$ cat config.mk
export PLATFORM = sky130hd
export DESIGN_NAME = ppmn_demod
export DESIGN_NICKNAME = d
export VERILOG_FILES = /design/src/rtl/ppm_pkg.sv /design/src/rtl/ppmn_correlator.sv /design/src/rtl/ppmn_demod.sv
export SDC_FILE = /design/constraint.sdc
export NUM_CORES = 1
export LEC_CHECK = 0
export ABC_AREA = 1
export BUFFER_PORTS_ARGS = -buffer_cell sky130_fd_sc_hd__buf_2
export CAP_MARGIN = 10
export CORE_UTILIZATION = 49
export DETAILED_ROUTE_END_ITERATION = 7
export GPL_ROUTABILITY_DRIVEN = 0
export HOLD_SLACK_MARGIN = 0.06
export PLACE_DENSITY = 0.77
export SLEW_MARGIN = 20
export SYNTH_ARGS = -nofsm -noshare
export SYNTH_HDL_FRONTEND = slang
export SYNTH_SLANG_ARGS = --single-unit
$ cat constraint.sdc
create_clock -name clk -period 19.6 [get_ports clk]
set_input_delay 1.96 -clock clk [delete_from_list [all_inputs] [get_ports clk]]
set_output_delay 1.96 -clock clk [all_outputs]
set_load 0.1 [all_outputs]
$ cat src/rtl/ppm_pkg.sv
// ppm_pkg -- shared definitions for the PPM demodulator.
//   ppm_state_t     : receiver FSM encoding (also exported on the debug port)
//   PREAMBLE_SYMBOL : symbol repeated during the preamble
//   SFD0 / SFD1     : two-symbol start-of-frame delimiter
// Symbol constants are truncated to SYMBOL_BITS by the user; the values
// below assume SYMBOL_BITS >= 4.
package ppm_pkg;

    typedef enum logic [2:0] {
        ST_IDLE     = 3'd0,
        ST_SCAN     = 3'd1,
        ST_PREAMBLE = 3'd2,
        ST_SFD      = 3'd3,
        ST_HEADER   = 3'd4,
        ST_DATA     = 3'd5
    } ppm_state_t;

    localparam int PREAMBLE_SYMBOL = 3;
    localparam int SFD0            = 12;
    localparam int SFD1            = 5;

endpackage

$ cat src/rtl/ppmn_correlator.sv
// ppmn_correlator -- combinational peak picker over one symbol of chips.
//   chips           : M chip magnitudes, chip i at bits [i*CHIP_BITS +: CHIP_BITS]
//   threshold       : minimum peak magnitude for a trustworthy symbol
//   symbol          : index of the largest chip (lowest index wins ties)
//   peak            : magnitude of that chip
//   threshold_unmet : peak < threshold
module ppmn_correlator #(
    parameter int SYMBOL_BITS = 4,
    parameter int CHIP_BITS   = 2
) (
    input  logic [(2**SYMBOL_BITS)*CHIP_BITS-1:0] chips,
    input  logic [CHIP_BITS-1:0]                  threshold,
    output logic [SYMBOL_BITS-1:0]                symbol,
    output logic [CHIP_BITS-1:0]                  peak,
    output logic                                  threshold_unmet
);

    localparam int M = 2**SYMBOL_BITS;

    always_comb begin
        symbol = '0;
        peak   = chips[CHIP_BITS-1:0];
        // Strict '>' keeps the earliest chip on ties.
        for (int i = 1; i < M; i++) begin
            if (chips[i*CHIP_BITS +: CHIP_BITS] > peak) begin
                peak   = chips[i*CHIP_BITS +: CHIP_BITS];
                symbol = SYMBOL_BITS'(i);
            end
        end
        threshold_unmet = (peak < threshold);
    end

endmodule

$ cat src/rtl/ppmn_demod.sv
// ppmn_demod -- M-ary PPM receiver for a SPAD detection stream.
//   clk, resetn        : clock, asynchronous active-low reset
//   din                : SPAD detection in this cycle
//   rx_start / abort   : leave IDLE / synchronous return to IDLE
//   corr_threshold     : minimum peak magnitude for a valid symbol
//   dout, dout_erasure : decoded data symbol and its below-threshold flag
//   dout_valid/ready   : output handshake. dout is transferred in a cycle where
//                        both are high; valid then drops unless a new symbol is
//                        loaded in that same cycle.
//   packet_detected    : one-cycle pulse at the end of the header
//   packet_done        : one-cycle pulse at the last data symbol
//   overflow           : sticky, a symbol overwrote one not yet taken
//   packet_len         : length captured from the header
//   fsm_state          : debug view of the receiver state
//   dbg_peak           : debug view of the live correlator peak
module ppmn_demod
    import ppm_pkg::*;
#(
    parameter int SYMBOL_BITS  = 4,
    parameter int CHIP_BITS    = 2,
    parameter int CHIP_CYCLES  = 4,
    parameter int LEN_BITS     = 16,
    parameter int PREAMBLE_MIN = 2
) (
    input  logic                   clk,
    input  logic                   resetn,
    input  logic                   din,
    input  logic                   rx_start,
    input  logic                   abort,
    input  logic [CHIP_BITS-1:0]   corr_threshold,
    output logic [SYMBOL_BITS-1:0] dout,
    output logic                   dout_erasure,
    output logic                   dout_valid,
    input  logic                   dout_ready,
    output logic                   packet_detected,
    output logic                   packet_done,
    output logic                   overflow,
    output logic [LEN_BITS-1:0]    packet_len,
    output ppm_state_t             fsm_state,
    output logic [CHIP_BITS-1:0]   dbg_peak
);

    localparam int M     = 2**SYMBOL_BITS;
    localparam int CYC_W = (CHIP_CYCLES > 1) ? $clog2(CHIP_CYCLES) : 1;

    localparam logic [CYC_W-1:0]       CYC_LAST  = CYC_W'(CHIP_CYCLES - 1);
    localparam logic [SYMBOL_BITS-1:0] CHIP_LAST = SYMBOL_BITS'(M - 1);
    localparam logic [LEN_BITS-1:0]    HDR_LAST  = LEN_BITS'(LEN_BITS / SYMBOL_BITS - 1);
    localparam logic [7:0]             PRE_MIN   = 8'(PREAMBLE_MIN);
    localparam logic [SYMBOL_BITS-1:0] SYM_PRE   = SYMBOL_BITS'(PREAMBLE_SYMBOL);
    localparam logic [SYMBOL_BITS-1:0] SYM_SFD0  = SYMBOL_BITS'(SFD0);
    localparam logic [SYMBOL_BITS-1:0] SYM_SFD1  = SYMBOL_BITS'(SFD1);

    ppm_state_t               state;
    logic [CYC_W-1:0]         cyc_cnt;
    logic [CHIP_BITS-1:0]     acc;
    logic [SYMBOL_BITS-1:0]   chip_cnt;
    logic [LEN_BITS-1:0]      sym_cnt;
    logic [7:0]               pre_cnt;
    logic [M*CHIP_BITS-1:0]   chip_reg;

    logic                     chip_end;
    logic                     sym_end;
    logic [CHIP_BITS-1:0]     new_chip;
    logic [M*CHIP_BITS-1:0]   chip_next;
    logic [SYMBOL_BITS-1:0]   sym;
    logic [CHIP_BITS-1:0]     peak;
    logic                     unmet;
    logic [LEN_BITS-1:0]      len_next;
    logic [LEN_BITS-1:0]      sym_cnt_inc;

    // The chip completing this cycle includes the current din sample, so the
    // correlator looks at the register as it will be after the shift. That
    // lets a symbol be registered on its own last chip cycle.
    assign chip_end    = (state != ST_IDLE) && (cyc_cnt == CYC_LAST);
    assign sym_end     = chip_end && (chip_cnt == CHIP_LAST);
    assign new_chip    = (din && (acc != '1)) ? acc + 1'b1 : acc;
    // Newest chip enters at index M-1; after M chips index 0 holds the first.
    assign chip_next   = {new_chip, chip_reg[M*CHIP_BITS-1:CHIP_BITS]};
    // Header symbols arrive least significant first: shift in from the top.
    assign len_next    = (packet_len >> SYMBOL_BITS) | (LEN_BITS'(sym) << (LEN_BITS - SYMBOL_BITS));
    assign sym_cnt_inc = sym_cnt + 1'b1;
    assign fsm_state   = state;
    assign dbg_peak    = peak;

    ppmn_correlator #(
        .SYMBOL_BITS (SYMBOL_BITS),
        .CHIP_BITS   (CHIP_BITS)
    ) u_corr (
        .chips           (chip_next),
        .threshold       (corr_threshold),
        .symbol          (sym),
        .peak            (peak),
        .threshold_unmet (unmet)
    );

    always_ff @(posedge clk or negedge resetn) begin
        if (!resetn) begin
            state           <= ST_IDLE;
            cyc_cnt         <= '0;
            acc             <= '0;
            chip_cnt        <= '0;
            sym_cnt         <= '0;
            pre_cnt         <= '0;
            chip_reg        <= '0;
            packet_len      <= '0;
            dout            <= '0;
            dout_erasure    <= 1'b0;
            dout_valid      <= 1'b0;
            packet_detected <= 1'b0;
            packet_done     <= 1'b0;
            overflow        <= 1'b0;
        end else begin
            packet_detected <= 1'b0;
            packet_done     <= 1'b0;
            if (dout_ready) begin
                dout_valid <= 1'b0;
            end

            if (abort) begin
                state      <= ST_IDLE;
                cyc_cnt    <= '0;
                acc        <= '0;
                chip_cnt   <= '0;
                sym_cnt    <= '0;
                pre_cnt    <= '0;
                chip_reg   <= '0;
                dout_valid <= 1'b0;
            end else if (state == ST_IDLE) begin
                cyc_cnt  <= '0;
                acc      <= '0;
                chip_cnt <= '0;
                sym_cnt  <= '0;
                pre_cnt  <= '0;
                chip_reg <= '0;
                if (rx_start) begin
                    overflow <= 1'b0;
                    state    <= ST_SCAN;
                end
            end else begin
                if (chip_end) begin
                    cyc_cnt  <= '0;
                    acc      <= '0;
                    chip_reg <= chip_next;
                    chip_cnt <= (chip_cnt == CHIP_LAST) ? '0 : chip_cnt + 1'b1;
                end else begin
                    cyc_cnt <= cyc_cnt + 1'b1;
                    acc     <= new_chip;
                end

                case (state)
                    ST_SCAN: begin
                        // Sliding search: every chip boundary is a candidate alignment.
                        if (chip_end && (sym == SYM_PRE) && !unmet) begin
                            state    <= ST_PREAMBLE;
                            pre_cnt  <= 8'd1;
                            chip_cnt <= '0;
                        end
                    end
                    ST_PREAMBLE: begin
                        if (sym_end) begin
                            if ((sym == SYM_PRE) && !unmet) begin
                                if (pre_cnt != '1) begin
                                    pre_cnt <= pre_cnt + 1'b1;
                                end
                            end else if ((sym == SYM_SFD0) && (pre_cnt >= PRE_MIN)) begin
                                state <= ST_SFD;
                            end else begin
                                state <= ST_SCAN;
                            end
                        end
                    end
                    ST_SFD: begin
                        if (sym_end) begin
                            sym_cnt <= '0;
                            state   <= (sym == SYM_SFD1) ? ST_HEADER : ST_SCAN;
                        end
                    end
                    ST_HEADER: begin
                        if (sym_end) begin
                            packet_len <= len_next;
                            if (sym_cnt == HDR_LAST) begin
                                packet_detected <= 1'b1;
                                sym_cnt         <= '0;
                                if (len_next == '0) begin
                                    packet_done <= 1'b1;
                                    state       <= ST_IDLE;
                                end else begin
                                    state <= ST_DATA;
                                end
                            end else begin
                                sym_cnt <= sym_cnt_inc;
                            end
                        end
                    end
                    ST_DATA: begin
                        if (sym_end) begin
                            dout         <= sym;
                            dout_erasure <= unmet;
                            dout_valid   <= 1'b1;
                            if (dout_valid && !dout_ready) begin
                                overflow <= 1'b1;
                            end
                            sym_cnt <= sym_cnt_inc;
                            if (sym_cnt_inc == packet_len) begin
                                packet_done <= 1'b1;
                                state       <= ST_IDLE;
                            end
                        end
                    end
                    default: state <= ST_IDLE;
                endcase
            end
        end
    end

endmodule

Yosys cells after proc, flatten, opt, wreduce, memory -nomap -nowiden

Cells that the tools add are included.

Add/sub/neg operators: 5
Multiply operators: 0
Div/mod/pow operators: 0
Order comparisons: 17
Eq/ne operators: 26
Shifts and indexed selects: 0
Multiplexer cells: 98
Bitwise logic cells: 3
Reductions and logical operators: 25

Operator list:

| cell                                                               | count |
|---|---|
| 2-to-1 mux 16 bit                                                  | 6 |
| 2-to-1 mux 32 bit                                                  | 3 |
| 2-to-1 mux 4 bit                                                   | 14 |
| 2-to-1 mux 3 bit                                                   | 17 |
| 2-to-1 mux 2 bit                                                   | 25 |
| 2-to-1 mux 8 bit                                                   | 6 |
| case mux 16 bit (3 select lines)                                   | 1 |
| inequality test 4 bit (second input constant)                      | 10 |
| greater-than comparator 2 bit                                      | 15 |
| 2-to-1 mux 1 bit                                                   | 23 |
| adder 16 x 1 -> 16 bit (second input constant)                     | 1 |
| equality test 16 bit                                               | 1 |
| equality test 16 x 2 -> 1 bit (second input constant)              | 1 |
| zero test 16 bit                                                   | 1 |
| bitwise OR 12 x 16 -> 16 bit                                       | 1 |
| case mux 8 bit (2 select lines)                                    | 1 |
| case mux 3 bit (5 select lines)                                    | 1 |
| AND reduction 4 bit                                                | 3 |
| AND reduction 5 bit                                                | 2 |
| AND reduction 9 bit                                                | 1 |
| adder 8 x 1 -> 8 bit (second input constant)                       | 1 |
| equality test 4 bit (second input constant)                        | 2 |
| greater-or-equal comparator 8 x 2 -> 1 bit (second input constant) | 1 |
| logical AND 1 bit                                                  | 8 |
| 20 further kinds                                                   | 29 |

Register bits after elaboration: 92
Bits in latches: 0
RAM bits: 0
Bits in read-only memories: 0
Input bits: 8
Memories kept: 0

Logic depth before layout (Yosys ltp)

Word-level depth: 38
Mapped depth: 97

By module

A second synthesis with hierarchy kept.

Cells, all modules: 796
Area total of the unflattened synthesis: 6203.4 um^2

By module, submodules not included:

| module          | times used | cells an instance | area each (um^2) | seq. area each (um^2) |
|---|---|---|---|---|
| ppmn_demod      | 1          | 590               | 4723.3           | 2252.2 |
| ppmn_correlator | 1          | 206               | 1480.2           | 0.0 |

Worst setup path before layout

OpenSTA, ideal clock, no wires.

Kind: flip-flop to output port
Start point: reg chip_reg[5]
End point: out dbg_peak[0]
Arrival: 12.946 ns
Path slack: 4.694 ns
Cell stages (with the launch flop): 79
Path through: dfrtp_1 -> inv_1 -> ha_1 -> o21ai_2 -> nand2_1 -> nand2_1 -> nand2_1 -> ha_1 -> clkinv_1 -> o21ai_2 -> nand3_2 -> and2_1 -> ha_1 -> inv_1 -> o22ai_2 -> or2_1 -> nand2_1 -> ha_1 -> [43 not listed] -> o21ai_0 -> nand3_1 -> and2_1 -> ha_1 -> inv_1 -> o21ai_0 -> or2_2 -> nand2_1 -> ha_1 -> inv_1 -> o22ai_1 -> or2_2 -> and2_1 -> ha_1 -> a22oi_1 -> inv_1 -> or2_2 -> nand2_1

Word-level cells in the longest chain between the ends: 30

RTL lines:

| item                          | RTL line              | text |
|---|---|---|
| from (decl)                   | ppmn_demod.sv:60      | `logic [M*CHIP_BITS-1:0] chip_reg;` |
| from (signal assigned)        | ppmn_demod.sv:144     | `chip_reg <= chip_next;` |
| greater-than comparator 2 bit | ppmn_correlator.sv:25 | `if (chips[i*CHIP_BITS +: CHIP_BITS] > peak) begin` |
| 2-to-1 mux 2 bit *            | ppmn_correlator.sv:25 |  |
| greater-than comparator 2 bit | ppmn_correlator.sv:25 |  |
| 2-to-1 mux 2 bit *            | ppmn_correlator.sv:25 |  |
| greater-than comparator 2 bit | ppmn_correlator.sv:25 |  |
| 2-to-1 mux 2 bit *            | ppmn_correlator.sv:25 |  |
| greater-than comparator 2 bit | ppmn_correlator.sv:25 |  |
| 2-to-1 mux 2 bit *            | ppmn_correlator.sv:25 |  |
| [14 not listed]               | -                     |  |
| greater-than comparator 2 bit | ppmn_correlator.sv:25 |  |
| 2-to-1 mux 2 bit *            | ppmn_correlator.sv:25 |  |
| greater-than comparator 2 bit | ppmn_correlator.sv:25 |  |
| 2-to-1 mux 2 bit *            | ppmn_correlator.sv:25 |  |
| greater-than comparator 2 bit | ppmn_correlator.sv:25 |  |
| 2-to-1 mux 2 bit *            | ppmn_correlator.sv:25 |  |
| greater-than comparator 2 bit | ppmn_correlator.sv:25 |  |
| 2-to-1 mux 2 bit *            | ppmn_correlator.sv:25 |  |
| to (decl)                     | ppmn_demod.sv:40      | `output logic [CHIP_BITS-1:0] dbg_peak` |

Every way passes the cells marked *; elsewhere a longest branch is shown, timed or not.

Worst setup path in the final report

Ends and elaborated chain as after synthesis.

==> flow_metrics.tcl <==
set metrics [dict create \
    antennaDiodeCount 0 \
    clock_skew_ns 0.00483 \
    synth_cell_types 52 \
    timing.slew.headroom_pct 30.8 \
    leakagePower_nw 3.27 \
    slew_viol_final 0 \
    wl_per_cell_um 14.0 \
    htree_num_levels 3 \
    ctsHoldBuffers 0 \
    syn_area_um2 5930 \
    portBuffers 37 \
    rows 39 \
    p_per_area_nw_per_um2 78.6 \
    finalHoldViolCount 0 \
    cp-start-kind "flip-flop" \
    rrSetupSlack_ns 4.87 \
    crit_path_end_kind "primary output" \
    drt_iter0_markers 261 \
    cts_tree "yes" \
    antenna_found_initial 0 \
    crit_path_frequent_cell "inv_1" \
    required_ns 17.64 \
    post_cts_resized 0 \
    outcome "complete, but fails checks" \
    setup_viol 0 \
    dieArea_um2 12500 \
    netlist_instances 731 \
    irDropWorstVdd_v 0.0000595 \
    drc 6 \
    area_growth_pct 9.89 \
    fmax_mhz 62.2 \
    cts_num_sinks 90 \
    fin_crit_sh_pct 82.1 \
    clockBufferDepth 2 \
    cts_root_buf "clkbuf_16" \
    drive_gt1_share_pct 15.1 \
    grt_pass1_vias 4591 \
    coreArea_um2 11600 \
    postRouteAntennaNets 0 \
    max_slew.worst_pin.slew_ns 1.04 \
    critPathKind "flip-flop to primary output" \
    stdcell_count 904 \
    slowest_stage "buf_2" \
    synth.avg_cell_area_um2 8.11 \
    p_total_w 0.000512 \
    grt_max_degree 62 \
    cap_violations 0 \
    numCtsBuffers 9 \
    grt_pass1_wl_um 21300 \
    clkTransAtPathRegs_ns 0.07 \
    wirelength_um 12600 \
    ioPinCount 38 \
    syn_nets 791 \
    hold_path.class "flip-flop to flip-flop" \
    synth_ff_type "dfrtp_1" \
    dpl.hpwl_um 9070 \
    grt_usage_pct 21.1 \
    rsz0062_at_grt "false" \
    tns_ns 0 \
    post-cts-setup-buffers 0 \
    die_h_um 112 \
    num_vias 4776 \
    async_flop_share_pct 100 \
    violations "design-rule violations" \
    start_util_pct 51.1 \
    post-route-util_pct 56.1 \
    routed_via_density 5.28 \
    yosys_warnings 0 \
    overflow 0 \
    fillers 1069 \
    clk_latency_ns 0.35 \
    placedCellCount 888 \
    period_needed_ns 16.08 \
    cp.arrival_ns 14.12 \
    max_stage_delay_ns 0.42 \
    yosysSeqAreaShare_pct 38.0 \
    synth_edf_count 0 \
    fin_nets 816 \
    drt-pass1-iter-count 7 \
    die_width_um 112 \
    fin_hold_ws_ns 0.445 \
    largest_reg_flops 30 \
    critical_path_peak_fanout 5 \
    ys_ff_latch 90 \
]
metal layers:
layer	share of wire, %	routed length [um]	global-route usage, %
met1	48	6030	27.6
met2	47	5950	35.3
met3	3.8	485	4.86
met4	1.2	153	5.51
met5	0	0	0
area by class of cell:
class / instances / area, um^2 / share of cell area [%]
clock buffers: 11 / 233 / 3.57
clock inverters: 5 / 103 / 1.57
inverters: 121 / 454 / 6.97
multi-input cells: 493 / 3080 / 47.2
flip-flops and latches: 90 / 2250 / 34.6
well taps: 143 / 179 / 2.75
repair buffers: 41 / 218 / 3.34
where the power goes:
part	internal, W	switching (W)
clock	0.000125	0.0000734
combinational	0.0000262	0.0000930
sequential	0.000190	0.00000514
total	0.000341	0.000172
cell families (layout without fill, tap and decap cells):
| logic type | after synthesis | in the layout | synth area share [%] |
|---|---|---|---|
| and+or+nand+nor | 300 | 300 | 25.3 |
| adders and majority gates | 52 | 52 | 11.0 |
| DFF | 90 | 90 | 38.0 |
| AOI/OAI and AO/OA | 122 | 122 | 12.8 |
| buffers and inverters | 148 | 178 | 10.1 |
| xor gates and xnor gates | 19 | 19 | 2.81 |
cells in the mapped netlist, types with 2 or more instances:
cell | number | area [um^2]
o21ai_0 | 55 | 275
nor3b_1 | 5 | 37.5
o21ai_1 | 3 | 15.0
nand4_1 | 12 | 75.1
xnor2_1 | 2 | 17.5
dfrtp_1 | 90 | 2250
o2111ai_1 | 2 | 17.5
nor3_1 | 3 | 15.0
nor2_1 | 54 | 203
inv_2 | 4 | 15.0
nand3_2 | 16 | 160
a21oi_1 | 9 | 45.0
nor2_2 | 5 | 31.3
o21bai_1 | 6 | 45.0
nand2_2 | 7 | 43.8
clkbuf_1 | 13 | 48.8
clkinv_1 | 2 | 7.51
nor4_1 | 6 | 37.5
or2_2 | 9 | 56.3
o21ai_2 | 3 | 26.3
a31oi_1 | 2 | 12.5
or2_1 | 2 | 12.5
nand2_4 | 3 | 33.8
inv_1 | 115 | 432
nand3_1 | 40 | 200
nand2_1 | 123 | 462
o22ai_2 | 3 | 37.5
ha_1 | 52 | 651
nor4_2 | 2 | 25.0
and2_1 | 6 | 37.5
buf_4 | 12 | 90.1
o22ai_1 | 29 | 181
xor2_1 | 17 | 149
critical path: cells and delay by family, from the launching register on:
| kind | cells | cell delay, ns |
|---|---|---|
| DFF | 1 | 0.38 |
| and+or+nand+nor | 31 | 4.70 |
| buffers and inverters | 18 | 1.43 |
| adders and majority gates | 15 | 3.88 |
| AOI/OAI and AO/OA | 16 | 3.36 |
cells in the final DEF, fill, tap and decap left out, drive strengths merged, types with 2 or more instances in the layout:
master,instances
nand2,133
inv,119
dfrtp,90
o21ai,61
nor2,60
nand3,56
ha,52
buf,41
o22ai,32
xor2,17
nand4,13
or2,11
clkbuf,11
a21oi,10
nor4,8
o21bai,7
and2,6
nor3b,5
nor3,5
bufinv,3
clkinv,3
a31oi,2
o2111ai,2
xnor2,2
final timing paths:
path / start / end / cells after the start
worst max-delay path: chip_reg[5]$_DFFE_PN0P_ / dbg_peak[0] / 80
worst min-delay path: cyc_cnt[0]$_DFF_PN0_ / cyc_cnt[0]$_DFF_PN0_ / 1
worst min register to register: cyc_cnt[0]$_DFF_PN0_ / cyc_cnt[0]$_DFF_PN0_ / 1
worst max register to register: chip_reg[5]$_DFFE_PN0P_ / pre_cnt[3]$_DFFE_PN0P_ / 92
min in group asynchronous: resetn / packet_len[5]$_DFFE_PN0P_ / 1
max in group asynchronous: resetn / acc[0]$_DFF_PN0_ / 2
through the flow:
step	setup WS, ns	cell area, um^2
6_report	3.52	6520
5_1_grt	2.13	6520
4_1_cts	3.53	6520
3_5_place_dp	3.97	6180
3_3_place_gp	4.38	6170
2_1_floorplan	4.69	5930
Note: power is estimated with default switching activity, not from simulation.
